### config.mk
export PLATFORM = sky130hd
export DESIGN_NAME = mem_mp_ctrl
export DESIGN_NICKNAME = d
export VERILOG_FILES = /design/src/rtl/mem_mp_pkg.sv /design/src/rtl/mem_mp_ctrl_rr_arbiter.sv /design/src/rtl/mem_mp_ctrl.sv
export SDC_FILE = /design/constraint.sdc
export NUM_CORES = 1
export LEC_CHECK = 0
export CAP_MARGIN = 10
export CORE_ASPECT_RATIO = 1.25
export CORE_UTILIZATION = 40
export DETAILED_ROUTE_END_ITERATION = 10
export PLACE_DENSITY = 0.66
export RECOVER_POWER = 25
export SLEW_MARGIN = 10
export SYNTH_ARGS = -nofsm -noshare
export SYNTH_HDL_FRONTEND = slang
export SYNTH_SLANG_ARGS = --single-unit
### constraint.sdc
create_clock -name clk -period 6.2 [get_ports clk]
set_clock_uncertainty 0.15 [all_clocks]
set_input_delay 1.86 -clock clk [delete_from_list [all_inputs] [get_ports clk]]
set_output_delay 1.86 -clock clk [all_outputs]
set_load 0.01 [all_outputs]
### src/rtl/mem_mp_pkg.sv
// Shared types and helpers for the multi-channel single-port memory controller.
//
// Contents:
//   state_e  : init-clear FSM states (used when MEM_MP_INIT_CLEAR_EN is defined)
//   ch_idx   : (base + off) mod n, the channel visited at round-robin step off
package mem_mp_pkg;

    typedef enum logic {
        CLEAR = 1'b0,
        READY = 1'b1
    } state_e;

    function automatic int unsigned ch_idx(input int unsigned base,
                                           input int unsigned off,
                                           input int unsigned n);
        return (base + off) % n;
    endfunction

endpackage

### src/rtl/mem_mp_ctrl_rr_arbiter.sv
// Combinational round-robin arbiter.
//
// Visits channels ptr, ptr+1, ... (mod N) and grants the first one whose
// req bit is set. The pointer register lives in the parent.
//
// Ports:
//   req      in  N     request vector (already qualified by the parent)
//   ptr      in  IW    channel with highest priority this cycle
//   gnt      out N     one-hot grant, or zero when nothing requests
//   gnt_idx  out IW    index of the granted channel (0 when none)
//   any_gnt  out 1     some channel was granted
module rr_arbiter
    import mem_mp_pkg::*;
#(
    parameter int N  = 2,
    parameter int IW = $clog2(N)
) (
    input  logic [N-1:0]  req,
    input  logic [IW-1:0] ptr,
    output logic [N-1:0]  gnt,
    output logic [IW-1:0] gnt_idx,
    output logic          any_gnt
);

    logic [IW-1:0] idx;

    always_comb begin
        gnt     = '0;
        gnt_idx = '0;
        any_gnt = 1'b0;
        idx     = '0;
        for (int k = 0; k < N; k++) begin
            idx = IW'(ch_idx(32'(ptr), 32'(k), 32'(N)));
            if (!any_gnt && req[idx]) begin
                any_gnt  = 1'b1;
                gnt[idx] = 1'b1;
                gnt_idx  = idx;
            end
        end
    end

endmodule

### src/rtl/mem_mp_ctrl.sv
// Multi-channel single-port memory controller.
//
// NUM_CH requesters share one DEPTH x DATA_WIDTH array. A round-robin
// arbiter grants at most one op (read or write) per cycle. Reads return one
// cycle after the grant, tagged with the requesting channel. A channel that
// raises rd_en and wr_en together is never granted and gets a 1-cycle err.
//
// Optional feature (macro MEM_MP_INIT_CLEAR_EN): after reset the array is
// zero-filled one word per cycle; busy is high for those DEPTH cycles and no
// requests are granted. Without the macro busy is tied low and the array is
// left uninitialised.
//
// Ports:
//   clk       in   1                   clock, posedge
//   rst       in   1                   synchronous active-high reset
//   wr_en     in   NUM_CH              per-channel write request
//   rd_en     in   NUM_CH              per-channel read request
//   addr      in   NUM_CH*ADDR_WIDTH   channel i at [i*ADDR_WIDTH +: ADDR_WIDTH]
//   wr_data   in   NUM_CH*DATA_WIDTH   channel i at [i*DATA_WIDTH +: DATA_WIDTH]
//   gnt       out  NUM_CH              one-hot/zero grant, op executes this edge
//   rd_data   out  DATA_WIDTH          read data, valid with rd_valid
//   rd_valid  out  1                   read return strobe
//   rd_ch     out  CH_W                channel owning rd_data
//   err       out  NUM_CH              channel had rd_en & wr_en last cycle
//   busy      out  1                   not accepting requests (init clear)
module mem_mp_ctrl
    import mem_mp_pkg::*;
#(
    parameter int ADDR_WIDTH = 3,
    parameter int DATA_WIDTH = 8,
    parameter int NUM_CH     = 2,
    localparam int CH_W      = $clog2(NUM_CH),
    localparam int DEPTH     = 2 ** ADDR_WIDTH
) (
    input  logic                         clk,
    input  logic                         rst,
    input  logic [NUM_CH-1:0]            wr_en,
    input  logic [NUM_CH-1:0]            rd_en,
    input  logic [NUM_CH*ADDR_WIDTH-1:0] addr,
    input  logic [NUM_CH*DATA_WIDTH-1:0] wr_data,
    output logic [NUM_CH-1:0]            gnt,
    output logic [DATA_WIDTH-1:0]        rd_data,
    output logic                         rd_valid,
    output logic [CH_W-1:0]              rd_ch,
    output logic [NUM_CH-1:0]            err,
    output logic                         busy
);

    logic [DATA_WIDTH-1:0] mem [DEPTH];

    logic [NUM_CH-1:0]     elig;
    logic [CH_W-1:0]       gnt_idx;
    logic                  any_gnt;
    logic [ADDR_WIDTH-1:0] req_addr;
    logic [DATA_WIDTH-1:0] req_wdata;

    logic [CH_W-1:0]       ptr_q, ptr_d;
    logic                  rd_valid_q, rd_valid_d;
    logic [DATA_WIDTH-1:0] rd_data_q, rd_data_d;
    logic [CH_W-1:0]       rd_ch_q, rd_ch_d;
    logic [NUM_CH-1:0]     err_q, err_d;

    logic                  mem_we;
    logic [ADDR_WIDTH-1:0] mem_wa;
    logic [DATA_WIDTH-1:0] mem_wd;

    // ------------------------------------------------------------------
    // Init-clear FSM
    // ------------------------------------------------------------------
`ifdef MEM_MP_INIT_CLEAR_EN
    state_e                state_q, state_d;
    logic [ADDR_WIDTH-1:0] clr_addr_q, clr_addr_d;
    logic                  clr_we;

    always_ff @(posedge clk) begin
        if (rst) begin
            state_q    <= CLEAR;
            clr_addr_q <= '0;
        end else begin
            state_q    <= state_d;
            clr_addr_q <= clr_addr_d;
        end
    end

    always_comb begin
        state_d    = state_q;
        clr_addr_d = clr_addr_q;
        if (state_q == CLEAR) begin
            clr_addr_d = clr_addr_q + 1'b1;
            // Last word is written on the same edge that leaves CLEAR.
            if (clr_addr_q == ADDR_WIDTH'(DEPTH - 1)) begin
                state_d = READY;
            end
        end
    end

    always_comb begin
        busy   = (state_q == CLEAR);
        // rst cycles must not touch the array.
        clr_we = (state_q == CLEAR) && !rst;
    end
`else
    always_comb begin
        busy = 1'b0;
    end
`endif

    // ------------------------------------------------------------------
    // Arbitration
    // ------------------------------------------------------------------
    // Illegal rd_en & wr_en is simply not eligible; rst and busy mask all.
    always_comb begin
        elig = (rd_en ^ wr_en) & {NUM_CH{!rst && !busy}};
    end

    rr_arbiter #(
        .N  (NUM_CH),
        .IW (CH_W)
    ) u_arb (
        .req     (elig),
        .ptr     (ptr_q),
        .gnt     (gnt),
        .gnt_idx (gnt_idx),
        .any_gnt (any_gnt)
    );

    always_comb begin
        req_addr  = addr[32'(gnt_idx) * ADDR_WIDTH +: ADDR_WIDTH];
        req_wdata = wr_data[32'(gnt_idx) * DATA_WIDTH +: DATA_WIDTH];
        ptr_d     = any_gnt ? CH_W'(ch_idx(32'(gnt_idx), 32'd1, 32'(NUM_CH))) : ptr_q;
    end

    // ------------------------------------------------------------------
    // Array write port (granted write, or init clear; never both since
    // busy blocks grants)
    // ------------------------------------------------------------------
    always_comb begin
        mem_we = any_gnt && wr_en[gnt_idx];
        mem_wa = req_addr;
        mem_wd = req_wdata;
`ifdef MEM_MP_INIT_CLEAR_EN
        if (clr_we) begin
            mem_we = 1'b1;
            mem_wa = clr_addr_q;
            mem_wd = '0;
        end
`endif
    end

    always_ff @(posedge clk) begin
        if (mem_we) begin
            mem[mem_wa] <= mem_wd;
        end
    end

    // ------------------------------------------------------------------
    // Read return and error registers
    // ------------------------------------------------------------------
    always_comb begin
        rd_valid_d = any_gnt && rd_en[gnt_idx];
        rd_data_d  = rd_valid_d ? mem[req_addr] : rd_data_q;
        rd_ch_d    = rd_valid_d ? gnt_idx : rd_ch_q;
        err_d      = rd_en & wr_en;
    end

    always_ff @(posedge clk) begin
        if (rst) begin
            ptr_q      <= '0;
            rd_valid_q <= 1'b0;
            rd_data_q  <= '0;
            rd_ch_q    <= '0;
            err_q      <= '0;
        end else begin
            ptr_q      <= ptr_d;
            rd_valid_q <= rd_valid_d;
            rd_data_q  <= rd_data_d;
            rd_ch_q    <= rd_ch_d;
            err_q      <= err_d;
        end
    end

    always_comb begin
        rd_valid = rd_valid_q;
        rd_data  = rd_data_q;
        rd_ch    = rd_ch_q;
        err      = err_q;
    end

endmodule
==> impl_metrics.yaml, run 1 <==
setup_path:
  crit_fanout: 4
  cp_slowest_cell: "dlygate4sd3_1"
  cp-startpoint: "rd_en[0]"
  required_ns: 4.19
  path_cells: "dlygate4sd3_1 -> ha_1 -> a21boi_0 -> nor2b_1 -> clkdlybuf4s50_1"
  crit_type: "primary input to output pin"
  path_delay_family: "buffers and inverters"
  startpoint_type: "primary input"
  cpPeakStageDelay_ns: 0.58
  endpoint_kind: "output pin"
  r2r-start: "ptr_q"
  cp_num_buf_inv: 2
  crit_arrival_ns: 3.86
synth:
  async_reset_ff_share_pct: 0
  avgSynthCellArea_um2: 13.1
  synth.top_cell.area_share_pct: 52.9
  syn_nets: 308
  synth_edf_count: 64
  syn_area_um2: 3640
  yosysTopAreaCell: "edfxtp_1"
  yosysUniqueCellTypes: 39
  synthTopCellsByArea: "edfxtp_1 53%, mux4_2 9.9%, dfxtp_1 7.2%"
  yosysSeqAreaShare_pct: 60.0
  synth_cells: 278
  ys_ff_latch: 77
  synth_flop_cell: "edfxtp_1"
  ys_warn_count: 0
grt:
  track_usage_pct: 18.8
  grt_pass1_wl_um: 12800
  antenna_found_initial: 0
  gr-total-overflow: 0
  grt_max_degree: 22
  grt_pass1_vias: 2449
timing:
  worst_pin_slew_ns: 0.966
  rsz0062_at_grt: "no"
  period_share_pct: 94.7
  setup-violations-final: 0
  hold_violations: 0
  max_freq_mhz: 170
  period_needed_ns: 5.87
  tns_ns: 0
  finalMaxSlewViolations: 0
  slew_headroom_pct: 35.6
job:
  cap_violations: 0
clock_network:
  cts_buffers: 9
  cts_tree: "done"
  clk_latency_ns: 0.35
  clkTransAtPathRegs_ns: 0.08
  cts_buffer_depth: 2
  cts_hold_buf: 0
  clkSinkCount: 77
  post-cts-setup-buffer-count: 0
  cts_root_buffer: "clkbuf_8"
  cts_resized: 0
  htreeDepth: 3
finish:
  nFillCells: 795
  layout_common_cells: "64 x edfxtp_1, 33 x nand2_1, 27 x clkdlybuf4s50_1"
  diodes: 0
  layout_commonest_cell: "edfxtp_1"
  fin_area_um2: 4360
  area_growth_pct: 20.0
  drive_above_1_share_pct: 11.8
  nets: 346
routing:
  vias: 2405
  drtPass1Iterations: 4
  routed_wirelength_um: 8020
  via_per_inst: 5.45
  drc: 0
  first_iter_violations: 188
  wl_per_cell_um: 18.2
  postRouteAntennaNets: 0
worst_hold_path:
  min_from: "rd_ch"
  min_path_type: "flop to flop"
pwr:
  power_leakage_nw: 1.54
  power_density_nw_per_um2: 276
  vdd_drop_max_mv: 0.114
die:
  die-width_um: 87.3
  die-area_um2: 9480
  io_pins: 43
  start_util_pct: 41.6
  fp.coreArea_um2: 8750
  num_rows: 38
  dieHeight_um: 109
outcome:
  outcome: "finished, final reports clean"
placed_design:
  port_buffers: 41
  place_congestion: 0.798
  hpwl_um: 5480
  place_area_um2: 4140
==> routing by layer <==
layer	vias to the layer above	wire (um)	track usage, %
met2	87	4060	31.8
li1	1138	-	-
met3	13	531	4.81
met5	-	0	0
met1	1167	3280	22.9
met4	0	150	7.14
==> metrics by stage <==
stage | utilization, % | worst slack [ns] | power, W | hold slack, ns | instances
3_5_place_dp | 47.3 | 0.443 | 0.000769 | 0.354 | 425
4_1_cts | 50.0 | 0.442 | 0.00122 | 0.365 | 441
6_report | 49.9 | 0.331 | 0.00120 | 0.354 | 441
3_3_place_gp | 47.3 | 0.486 | 0.000765 | 0.374 | 425
2_1_floorplan | - | 1.32 | 0.000703 | 0.370 | 278
5_1_grt | 49.9 | 0.215 | 0.00125 | 0.378 | 441
==> worst min-delay path, cell delays in order, from the launching register on <==
cell	delay (ns)
dfxtp_1	0.31
nor2_1	0.10
a211oi_1	0.05
==> synth_stat cells (2+ instances only) <==
master     n
nand2_1   32
a21oi_1   10
o21ai_0   10
o221ai_1   7
nand2b_1   4
or3_1      3
nor2_1    18
clkbuf_1   4
mux4_2    16
a31oi_1    2
edfxtp_1  64
o31a_1     7
and3_1     2
buf_2     14
ha_1       2
nand3_1   25
mux2i_1   16
nor2b_1    9
dfxtp_1   13
==> state kept, by name, summed over array words and instances (netlist names) <==
signal and count:
rd_ch 1, ptr_q 1, rd_data 8, err 2, rd_valid 1, mem 64
==> cell type report <==
cell class	count	area, um^2	share of cell area, %
multi-input cells	179	1340	30.6
clock buffers	10	128	2.93
inverters	2	7.51	0.172
clock inverters	6	111	2.55
flip-flops and latches	77	2180	50.0
repair buffers	47	448	10.3
well taps	120	150	3.44
==> worst paths after layout <==
check        slack (ns)  depth (start not counted)         to
max reg2reg        2.99                          6  mem[0][3]
max                0.33                          5     gnt[0]
min reg2reg        0.35                          2      rd_ch
min                0.35                          2      rd_ch
==> power by group <==
| part | total (W) | internal (W) | switching (W) |
|---|---|---|---|
| combinational | 0.000161 | 0.0000712 | 0.0000899 |
| clock | 0.000454 | 0.000268 | 0.000187 |
| sequential | 0.000589 | 0.000583 | 0.00000611 |
| total | 0.00120 | 0.000922 | 0.000283 |
==> kinds of logic after synthesis <==
family / after synthesis / synth area share [%]
and+or+nand+nor: 97 / 12.8
DFF: 77 / 60.0
muxes: 33 / 14.6
other: 1 / 0.103
buffers and inverters: 22 / 3.06
adders and majority gates: 2 / 0.688
AOI/OAI and AO/OA: 46 / 8.71
(Power assumes the default switching activity.)
==> run 2, diff against run 1 <==
Settings changed: CORE_ASPECT_RATIO 1.25 to not set.
==> impl_metrics.yaml, run 2 (same netlist as run 1, synthesis figures left out) <==
finish:
  nets: 349
  layout_common_cells: "64 x edfxtp_1, 33 x nand2_1, 27 x clkdlybuf4s50_1"
  layout_commonest_cell: "edfxtp_1"
  largest_reg_flops: 64
  diodes: 0
  area_growth_pct: 18.9
  drive_above_1_share_pct: 12.3
  top_register: "mem"
worst_hold_path:
  min_from: "rd_ch"
  holdPathEnd: "rd_ch"
  min_path_type: "flop to flop"
  holdPathStages: 2
placed_design:
  port_buffers: 41
  hpwl_um: 5390
  place_congestion: 0.771
clock_network:
  cts_buffer_depth: 2
  clkTransAtPathRegs_ns: 0.08
  htreeDepth: 3
  cts_buffers: 9
  clkSinkCount: 77
  cts_resized: 0
  clk_latency_ns: 0.34
  cts_root_buffer: "clkbuf_8"
  cts_hold_buf: 0
  post-cts-setup-buffer-count: 0
  cts_tree: "done"
die:
  dieHeight_um: 97.3
  start_util_pct: 41.5
  fp.coreArea_um2: 8760
  die-area_um2: 9480
  io_pins: 43
  num_rows: 34
  die-width_um: 97.3
setup_path:
  crit_arrival_ns: 3.80
  startpoint_type: "primary input"
  rr_worst_depth: 6
  crit_fanout: 7
  rr_endpoint: "mem[1][1]"
  endpoint_kind: "output pin"
  r2r-start: "ptr_q"
  required_ns: 4.19
  r2r_setup_slack_ns: 3.00
  crit_type: "primary input to output pin"
outcome:
  outcome: "finished, final reports clean"
routing:
  via_per_inst: 5.58
  vias: 2409
  wl_per_cell_um: 18.5
  drtPass1Iterations: 4
  first_iter_violations: 99
  drc: 0
  routed_wirelength_um: 7980
  postRouteAntennaNets: 0
grt:
  antenna_found_initial: 0
  grt_max_degree: 22
  gr-total-overflow: 0
  grt_pass1_wl_um: 12800
  grt_pass1_vias: 2417
  track_usage_pct: 18.0
pwr:
  power_w: 0.00112
  power_density_nw_per_um2: 258
  power_leakage_nw: 1.53
  vdd_drop_max_mv: 0.0995
timing:
  period_needed_ns: 5.81
  hold_violations: 0
  period_share_pct: 93.6
  finalMaxSlewViolations: 0
  worst_pin_slew_ns: 0.947
  tns_ns: 0
  slew_headroom_pct: 36.9
  rsz0062_at_grt: "no"
  max_freq_mhz: 172
  setup-violations-final: 0
job:
  cap_violations: 0
[run 2: worst max-delay path by stage]
stage	from	end	slack (ns)	cells past startpoint
after floorplan	wr_en[1]	gnt[1]	1.32	6
after global placement	wr_en[1]	gnt[0]	0.61	5
after detailed placement	wr_en[1]	gnt[0]	0.56	5
after CTS	wr_en[1]	gnt[0]	0.55	5
after global routing	rd_en[0]	gnt[0]	0.28	5
final	rd_en[0]	gnt[1]	0.39	6
[run 2: through the flow]
| step | hold WS, ns | instance area (um^2) | instances | util, % | worst slack, ns |
|---|---|---|---|---|---|
| CTS | 0.354 | 4340 | 432 | 49.5 | 0.554 |
| floorplan | 0.370 | 3640 | 278 | - | 1.32 |
| global route | 0.370 | 4320 | 432 | 49.3 | 0.280 |
| finish | 0.345 | 4320 | 432 | 49.3 | 0.394 |
| detailed placement | 0.343 | 4150 | 416 | 47.3 | 0.561 |
| global placement | 0.357 | 4150 | 416 | 47.3 | 0.611 |
[run 2: critical path, cell delays in order]
cell and delay, ns:
dlygate4sd3_1 0.58, ha_1 0.32, nand2b_1 0.22, nand2_1 0.17, inv_1 0.10, clkdlybuf4s50_1 0.55
[run 2: cell type report]
| cell class | instances | area (um^2) |
|---|---|---|
| fillers | 772 | 4440 |
| flip-flops and latches | 77 | 2180 |
| multi-input cells | 179 | 1340 |
| repair buffers | 50 | 470 |
| well taps | 108 | 135 |
| clock buffers | 10 | 128 |
| clock inverters | 6 | 63.8 |
| inverters | 2 | 7.51 |
[run 2: where the power goes]
part	internal (W)	switching [W]	total [W]
clock	0.000184	0.000178	0.000363
combinational	0.0000729	0.0000907	0.000164
sequential	0.000583	0.00000673	0.000590
total	0.000841	0.000276	0.00112
[run 2: layer usage]
metal  GRT usage [%]  part of all wire [%]  up-vias
li1                -                     -     1141
met1            22.6                    40     1167
met5               0                     0        -
met3            3.17                   6.3       13
met4            8.60                   2.3        0
met2            30.3                    51       88
==> run 3, diff against run 2 <==
Settings changed: CTS_CLUSTER_DIAMETER set to 30, CTS_CLUSTER_SIZE set to 8, PLACE_DENSITY 0.66 to not set.
==> impl_metrics.yaml, run 3 (same netlist as run 1, synthesis figures left out) <==
timing:
  period_share_pct: 93.5
  rsz0062_at_grt: "no"
  finalMaxSlewViolations: 0
  max_freq_mhz: 172
  hold_violations: 0
  tns_ns: 0
  slew_headroom_pct: 37.8
  period_needed_ns: 5.80
  worst_pin_slew_ns: 0.933
  setup-violations-final: 0
finish:
  fin_area_um2: 4330
  area_growth_pct: 19.1
  layout_common_cells: "64 x edfxtp_1, 33 x nand2_1, 27 x clkdlybuf4s50_1"
  nFillCells: 790
  drive_above_1_share_pct: 12.9
  largest_reg_flops: 64
  top_register: "mem"
  layout_commonest_cell: "edfxtp_1"
  fin_cells: 433
  nets: 350
  diodes: 0
outcome:
  outcome: "finished, final reports clean"
grt:
  grt.busiest_layer: "met2"
  antenna_found_initial: 0
  track_usage_pct: 18.3
  use_met3_pct: 3.38
  grt.met2_usage_pct: 31.0
  grt_pass1_vias: 2362
  gr-total-overflow: 0
  grt_pass1_wl_um: 12900
  grt_max_degree: 22
  met1_usage_pct: 22.7
clock_network:
  cts_hold_buf: 0
  clkTransAtPathRegs_ns: 0.08
  clk_latency_ns: 0.35
  cts_buffer_depth: 2
  htreeDepth: 3
  post-cts-setup-buffer-count: 0
  cts_buffers: 9
  cts_resized: 0
  clkSinkCount: 77
  cts_tree: "done"
  cts_root_buffer: "clkbuf_8"
setup_path:
  cp_slowest_cell: "dlygate4sd3_1"
  required_ns: 4.19
  crit_arrival_ns: 3.79
  path_cells: "dlygate4sd3_1 -> ha_1 -> nand2b_1 -> nand2_1 -> inv_1 -> clkdlybuf4s50_1"
  endpoint_kind: "output pin"
  startpoint_type: "primary input"
  crit_fanout: 7
  cp-startpoint: "rd_en[0]"
  crit_type: "primary input to output pin"
  r2r-start: "ptr_q"
  cpPeakStageDelay_ns: 0.58
die:
  io_pins: 43
  die-area_um2: 9480
  dieHeight_um: 97.3
  start_util_pct: 41.5
  die-width_um: 97.3
  num_rows: 34
  fp.coreArea_um2: 8760
worst_hold_path:
  min_path_type: "flop to flop"
  min_from: "rd_ch"
placed_design:
  port_buffers: 41
  place_inst: 417
  place_area_um2: 4150
  place_congestion: 0.783
  hpwl_um: 5430
routing:
  wl_per_cell_um: 19.2
  routed_wirelength_um: 8330
  drc: 0
  vias: 2425
  drtPass1Iterations: 4
  first_iter_violations: 137
  postRouteAntennaNets: 0
  via_per_inst: 5.60
pwr:
  power_density_nw_per_um2: 259
  vdd_drop_max_mv: 0.131
  power_leakage_nw: 1.54
job:
  cap_violations: 0
[run 3: cell count changes in the layout (fill, tap and decap cells not counted), sizes merged]
cell / before / now
clkinv: 1 / 3
clkinvlp: 4 / 2
buf: 7 / 8
[run 3: area by class of cell]
type / count / area [um^2] / area share [%]
sequential: 77 / 2180 / 50.4
multi-input combinational: 179 / 1340 / 30.8
timing repair buffer: 51 / 478 / 11.0
tap: 108 / 135 / 3.12
clock buffer: 10 / 128 / 2.95
clock inverter: 6 / 63.8 / 1.47
inverter: 2 / 7.51 / 0.173
[run 3: metrics by stage]
step / hold slack (ns) / total power, W / setup slack, ns / util (%)
3_5_place_dp: 0.358 / 0.000773 / 0.593 / 47.4
3_3_place_gp: 0.360 / 0.000771 / 0.605 / 47.4
6_report: 0.355 / 0.00112 / 0.401 / 49.4
4_1_cts: 0.368 / 0.00113 / 0.583 / 49.6
2_1_floorplan: 0.370 / 0.000703 / 1.32 / -
5_1_grt: 0.392 / 0.00116 / 0.304 / 49.4
[run 3: worst max-delay path, delay by kind of cell]
| kind | cells | cell delay [ns] |
|---|---|---|
| AND/OR/NAND/NOR | 2 | 0.38 |
| buffers and inverters | 3 | 1.23 |
| adder cells (fa/ha/maj) | 1 | 0.31 |
[run 3: path summary, 6_finish.rpt]
kind	cells after the start	slack (ns)	to
setup / recovery	6	0.40	gnt[1]
hold / removal	2	0.35	rd_ch
setup reg to reg	6	2.97	mem[0][0]
hold reg to reg	2	0.35	rd_ch
[run 3: metal layers]
| layer | vias up | part of all wire, % |
|---|---|---|
| li1 | 1146 | - |
| met1 | 1163 | 40 |
| met2 | 110 | 51 |
| met3 | 6 | 8.1 |
| met4 | 0 | 1.2 |
| met5 | - | 0 |
[run 3: power by group]
| part | internal, W | leakage, nW | switching, W |
|---|---|---|---|
| sequential | 0.000583 | 0.686 | 0.00000717 |
| clock | 0.000185 | 0.0923 | 0.000179 |
| combinational | 0.0000731 | 0.763 | 0.0000916 |
| total | 0.000842 | 1.54 | 0.000278 |
